==> src/rtl/clock_set_ctrl_pkg.sv <==
// Shared types and constants for the time-setting controller.
package clock_set_pkg;

  typedef enum logic [2:0] {
    RUN    = 3'd0,
    SET_HH = 3'd1,
    SET_MM = 3'd2,
    SET_SS = 3'd3,
    LOAD   = 3'd4
  } state_e;

  // Encoding driven on field_sel for the display highlight.
  typedef enum logic [1:0] {
    FIELD_NONE = 2'd0,
    FIELD_HH   = 2'd1,
    FIELD_MM   = 2'd2,
    FIELD_SS   = 2'd3
  } field_e;

  localparam logic [7:0] BCD_HH_MAX = 8'h23;
  localparam logic [7:0] BCD_MS_MAX = 8'h59;

endpackage

==> src/rtl/clock_set_ctrl_bcd_field_inc.sv <==
// Combinational BCD increment of one time field, wrapping to 00 past max.
// Anything that is not a valid BCD value at or below max also goes to 00,
// so a corrupt snapshot is cleaned up by the first increment.
module bcd_field_inc (
  input  logic [7:0] value,
  input  logic [7:0] max,
  output logic [7:0] next_value
);

  // Valid BCD compares in the same order as its binary image, so >= max works.
  always_comb begin
    next_value = 8'h00;
    if ((value[3:0] > 4'd9) || (value[7:4] > 4'd9) || (value >= max)) begin
      next_value = 8'h00;
    end else if (value[3:0] == 4'd9) begin
      next_value = {value[7:4] + 4'd1, 4'h0};
    end else begin
      next_value = {value[7:4], value[3:0] + 4'd1};
    end
  end

endmodule

==> src/rtl/clock_set_ctrl.sv <==
// Set-time session controller: snapshots the live time, lets the user step
// each BCD field, then strobes a one-cycle load into the clock counter.
module clock_set_ctrl
  import clock_set_pkg::*;
#(
  parameter int unsigned TIMEOUT_S    = 30,
  parameter bit          ACTIVE_BLINK = 1'b1
) (
  input  logic       clk,
  input  logic       rst,
  input  logic       clk_1hz_tick,
  input  logic       blink_tick,
  input  logic       btn_mode,
  input  logic       btn_inc,
  input  logic       btn_cancel,
  input  logic [7:0] cur_hh,
  input  logic [7:0] cur_mm,
  input  logic [7:0] cur_ss,
  output logic       set_en,
  output logic       set_load,
  output logic [7:0] set_hh,
  output logic [7:0] set_mm,
  output logic [7:0] set_ss,
  output logic [1:0] field_sel,
  output logic       blink
);

  localparam logic [7:0] TMO_LAST = 8'(TIMEOUT_S - 1);

  state_e     state_q, state_d;
  logic [7:0] hh_q, mm_q, ss_q;
  logic [7:0] tmo_q;
  logic       blink_q;
  logic       in_set, in_set_d;
  logic       inc_ev, tmo_expire;
  logic [7:0] field_val, field_max, field_next;
  field_e     field_enc;

  bcd_field_inc u_inc (
    .value      (field_val),
    .max        (field_max),
    .next_value (field_next)
  );

  // Decode the session condition, button priority and the field being edited.
  always_comb begin
    in_set     = (state_q == SET_HH) || (state_q == SET_MM) || (state_q == SET_SS);
    inc_ev     = in_set && btn_inc && !btn_mode && !btn_cancel;
    tmo_expire = in_set && clk_1hz_tick && !btn_mode && !btn_inc && !btn_cancel &&
                 (tmo_q == TMO_LAST);
    field_val  = ss_q;
    field_max  = BCD_MS_MAX;
    case (state_q)
      SET_HH: begin
        field_val = hh_q;
        field_max = BCD_HH_MAX;
      end
      SET_MM: field_val = mm_q;
      default: ;
    endcase
  end

  // Next-state logic: cancel beats mode, and a timeout abort never loads.
  always_comb begin
    state_d = state_q;
    case (state_q)
      RUN:    if (btn_mode && !btn_cancel) state_d = SET_HH;
      SET_HH: if (btn_cancel || tmo_expire) state_d = RUN;
              else if (btn_mode) state_d = SET_MM;
      SET_MM: if (btn_cancel || tmo_expire) state_d = RUN;
              else if (btn_mode) state_d = SET_SS;
      SET_SS: if (btn_cancel || tmo_expire) state_d = RUN;
              else if (btn_mode) state_d = LOAD;
      LOAD:   state_d = RUN;
      default: state_d = RUN;
    endcase
    in_set_d = (state_d == SET_HH) || (state_d == SET_MM) || (state_d == SET_SS);
  end

  // State register.
  always_ff @(posedge clk or posedge rst) begin
    if (rst) state_q <= RUN;
    else     state_q <= state_d;
  end

  // Shadow time: snapshot on session entry, then BCD increments of the selected field.
  always_ff @(posedge clk or posedge rst) begin
    if (rst) begin
      hh_q <= 8'h00;
      mm_q <= 8'h00;
      ss_q <= 8'h00;
    end else if ((state_q == RUN) && (state_d == SET_HH)) begin
      hh_q <= cur_hh;
      mm_q <= cur_mm;
      ss_q <= cur_ss;
    end else if (inc_ev) begin
      case (state_q)
        SET_HH:  hh_q <= field_next;
        SET_MM:  mm_q <= field_next;
        default: ss_q <= field_next;
      endcase
    end
  end

  // Inactivity timer: counts 1 Hz ticks in a session, restarts on any mode/inc press.
  always_ff @(posedge clk or posedge rst) begin
    if (rst)                          tmo_q <= 8'd0;
    else if (!in_set_d)               tmo_q <= 8'd0;
    else if (btn_mode || btn_inc)     tmo_q <= 8'd0;
    else if (clk_1hz_tick)            tmo_q <= tmo_q + 8'd1;
  end

  // Blink phase: restarts high on each newly entered field, low outside sessions.
  always_ff @(posedge clk or posedge rst) begin
    if (rst)                          blink_q <= 1'b0;
    else if (!in_set_d)               blink_q <= 1'b0;
    else if (state_d != state_q)      blink_q <= 1'b1;
    else if (!ACTIVE_BLINK)           blink_q <= 1'b1;
    else if (blink_tick)              blink_q <= ~blink_q;
  end

  // Outputs decode the registered state only, so buttons never reach them combinationally.
  always_comb begin
    case (state_q)
      SET_HH:  field_enc = FIELD_HH;
      SET_MM:  field_enc = FIELD_MM;
      SET_SS:  field_enc = FIELD_SS;
      default: field_enc = FIELD_NONE;
    endcase
    set_en    = (state_q != RUN);
    set_load  = (state_q == LOAD);
    field_sel = field_enc;
    set_hh    = hh_q;
    set_mm    = mm_q;
    set_ss    = ss_q;
    blink     = blink_q;
  end

endmodule

==> config.mk <==
export PLATFORM = sky130hd
export DESIGN_NAME = clock_set_ctrl
export DESIGN_NICKNAME = d
export VERILOG_FILES = /design/src/rtl/clock_set_ctrl_pkg.sv /design/src/rtl/clock_set_ctrl_bcd_field_inc.sv /design/src/rtl/clock_set_ctrl.sv
export SDC_FILE = /design/constraint.sdc
export NUM_CORES = 1
export LEC_CHECK = 0
export ABC_AREA = 1
export BUFFER_PORTS_ARGS = -buffer_cell sky130_fd_sc_hd__buf_2
export CORE_UTILIZATION = 57
export CTS_BUF_LIST = sky130_fd_sc_hd__clkbuf_8
export DETAILED_ROUTE_END_ITERATION = 6
export PLACE_DENSITY = 0.82
export REMOVE_ABC_BUFFERS = 1
export SLEW_MARGIN = 0
export SYNTH_ARGS = -nofsm -noshare
export SYNTH_HDL_FRONTEND = slang
export SYNTH_SLANG_ARGS = --single-unit
==> constraint.sdc <==
create_clock -name clk -period 2.8 [get_ports clk]
set_input_delay 0.56 -clock clk [delete_from_list [all_inputs] [get_ports clk]]
set_output_delay 0.56 -clock clk [all_outputs]
set_load 0.005 [all_outputs]
==> results.yml <==
yosys:
  ys.warnings.count: 0
  syn_area_per_cell_um2: 6.657
  yosysMostFrequentCell: "nand2_1"
  synth-seq-area-share: 0.3237
  yosysUniqueCellTypes: 29
  yosysTopAreaCell: "dfrtp_1"
  async_reset_ff_frac: 1.000
  synth.area.top_cells: "dfrtp_1 (32%), nand2_1 (18%), nand3_1 (12%)"
  ys.flop_type: "dfrtp_1"
  ys_ff_latch: 36
  syn_inst: 418
  yosys-top-cells-count: "nand2_1 (134), nand3_1 (67), inv_1 (56)"
  synth_top_area_share: 0.3237
  synth_area_um2: 2783
  synth_edf_count: 0
clocking:
  root_buffer: "clkbuf_8"
  post_cts_resized: 0
  cts_hold_buf: 0
  numCtsBuffers: 5
  cts_tree: "done"
  cts.sinks: 36
  insertion_delay_ps: 290
  clock_path_buffers: 2
  clk_pin_slew_ps: 70
  cts-htree-levels: 2
  cts_setup_buffers: 0
setup_path:
  worstPathMaxFanout: 15
  cp_cell_sequence: "nand3_4, inv_6, nand2_1, nand3_1, ha_1, a21oi_1, o211ai_1, inv_1, nand2_2, nor2_4, buf_4, nand3_1, nand2_1"
  start_kind: "flop"
  endpoint_kind: "flop"
  required_ps: 3030
  arrival_ps: 2730
  max_stage_delay_ps: 580
  critical_path_class: "reg2reg"
  cp_slowest_cell: "dfrtp_1"
global_route:
  grtUsageTotal: 0.2927
  grt_pass1_wl_mm: 11.65
  antenna_found_initial: 0
  first_global_vias: 2572
  grt.overflow.total: 0
  grt_start_max_net_pins: 37
timing:
  slew_violations: 0
  setup_viol: 0
  timing_hold_violations_final: 0
  tightest_slew_ps: 516.5
  skew_ps: 5.671
  fmax_ghz: 0.3999
  post-route-period-util: 0.8932
  relSlewSlack: 0.6551
  tns_ps: 0
  finalCriticalPeriod_ps: 2501
  rsz0062_at_grt: "no"
place:
  dpl_cell_area_um2: 3152
  port-buffer-count: 59
  post-dp-hpwl_mm: 5.154
  gp_congestion: 0.9878
final_layout:
  num-fill-cells: 434
  layout.nets: 522
  fin_area_um2: 3229
  insertedDiodeCount: 0
  area_delta_synth_final_pct: 16.05
  drive_gt1_frac: 0.2266
route:
  wire_per_inst_um: 12.97
  drt-initial-drc-count: 176
  via_per_inst: 5.319
  drt-total-wl_mm: 7.107
  vias: 2915
  drc: 0
  antenna_left: 0
  drt_first_pass_iters: 4
floorplanning:
  die_w_um: 71.87
  floorplan.die_area_um2: 5165
  core_area_um2: 4723
  start_util: 0.5891
  rows: 25
  io_pins: 60
  die_height_um: 71.87
power:
  power-per-cell-area_nw_per_um2: 810.9
  power_switching_mw: 1.221
  leakage_nw: 1.900
  clockPowerShare: 0.133
  p_int_mw: 1.397
  p_comb_frac: 0.540
  swShare: 0.4665
  seqPwrFrac: 0.326
  ir_drop_mv: 0.3666
hold_path:
  holdCritPathClass: "in2async"
run:
  maxCapViolCount: 0
run_status:
  status: "finished, final reports clean"
-- power groups by stage --
stage	combinational [mW]	clock [mW]	sequential (mW)
final	1.42	0.349	0.855
after global routing	1.62	0.373	0.870
after CTS	1.41	0.358	0.854
after detailed placement	1.40	0	0.862
after global placement	1.37	0	0.860
after floorplan	0.937	0	0.847
-- cells by family after synthesis --
kind of cell               share of synthesized area
adders and majority gates                    0.04496
DFF                                           0.3237
and+or+nand+nor                               0.4739
xor gates and xnor gates                     0.01259
buffers and inverters                         0.1133
AOI/OAI and AO/OA                            0.03147
-- registers in the layout, indices dropped and copies added, names as in the netlist --
register,cells
set_mm,8
blink,1
tmo_q,8
set_ss,8
state_q,3
set_hh,8
-- cell type report --
cell class                 instances  area [µm²]  area share
clock inverter                     2       8.758    0.002712
multi-input combinational        306        1567      0.4851
tap                               67       83.83     0.02596
inverter                          66       252.7     0.07826
timing repair buffer              66       347.8      0.1077
sequential                        36       900.9      0.2790
clock buffer                       5       68.82     0.02131
-- worst max-delay path, delay by kind of cell, from the launching register on --
family | cells | cell delay [ps]
fa+ha+maj | 1 | 300
compound gates | 2 | 230
buf+inv | 3 | 480
flops | 1 | 580
simple gates | 7 | 850
-- metrics by stage --
stage | cells | hold WS [ps] | setup slack [ps] | utilization | total power, mW
final | 548 | 363.3 | 299.1 | 0.6837 | 2.619
after global routing | 548 | 406.1 | 72.48 | 0.6837 | 2.859
after CTS | 548 | 375.6 | 325.9 | 0.6837 | 2.620
after detailed placement | 541 | 505.2 | 342.2 | 0.6673 | 2.266
after global placement | 541 | 497.1 | 459.9 | 0.6673 | 2.229
after floorplan | 408 | 484.8 | 600.6 | - | 1.784
-- path summary, 6_finish.rpt --
path | from | to | slack, ps | cells after the start
min in group clk | tmo_q[5] | tmo_q[5] | 520 | 2
max reg2reg | state_q[0] | set_hh[3] | 300 | 13
min | rst | tmo_q[0] | 360 | 3
max in group asynchronous | rst | set_hh[6] | 2090 | 3
min reg2reg | tmo_q[5] | tmo_q[5] | 520 | 2
max | state_q[0] | set_hh[3] | 300 | 13
-- layer usage --
metal | routed length (µm) | global-route usage | up-vias
met1 | 3066 | 0.3794 | 1363
met2 | 3601 | 0.5021 | 80
li1 | - | - | 1459
met3 | 311 | 0.04782 | 13
met5 | 0 | 0 | -
met4 | 128 | 0.08932 | 0
-- layout by cell type (no fill, tap or decap) --
cell type  Yosys  layout
a21oi_1        8       8
buf_2          2      59
buf_4          0       7
clkbuf_8       0       5
clkinv_1       1       1
clkinv_2       0       1
dfrtp_1       36      36
ha_1          10      10
inv_1         56      57
inv_2          8       8
inv_6          1       1
nand2_1      134     134
nand2_2       11      11
nand2_4        2       2
nand3_1       67      67
nand3_2        3       3
nand3_4        4       4
nand3b_1       1       1
nand4_1       14      14
nor2_1        24      24
nor2_2         3       3
nor2_4         3       3
nor3_1         7       7
nor3_2         1       1
o211ai_1       1       1
o21ai_0        7       7
o21ai_1        1       1
or2_2          1       1
xor2_1         4       4
Power figures use the tool's default switching activity.
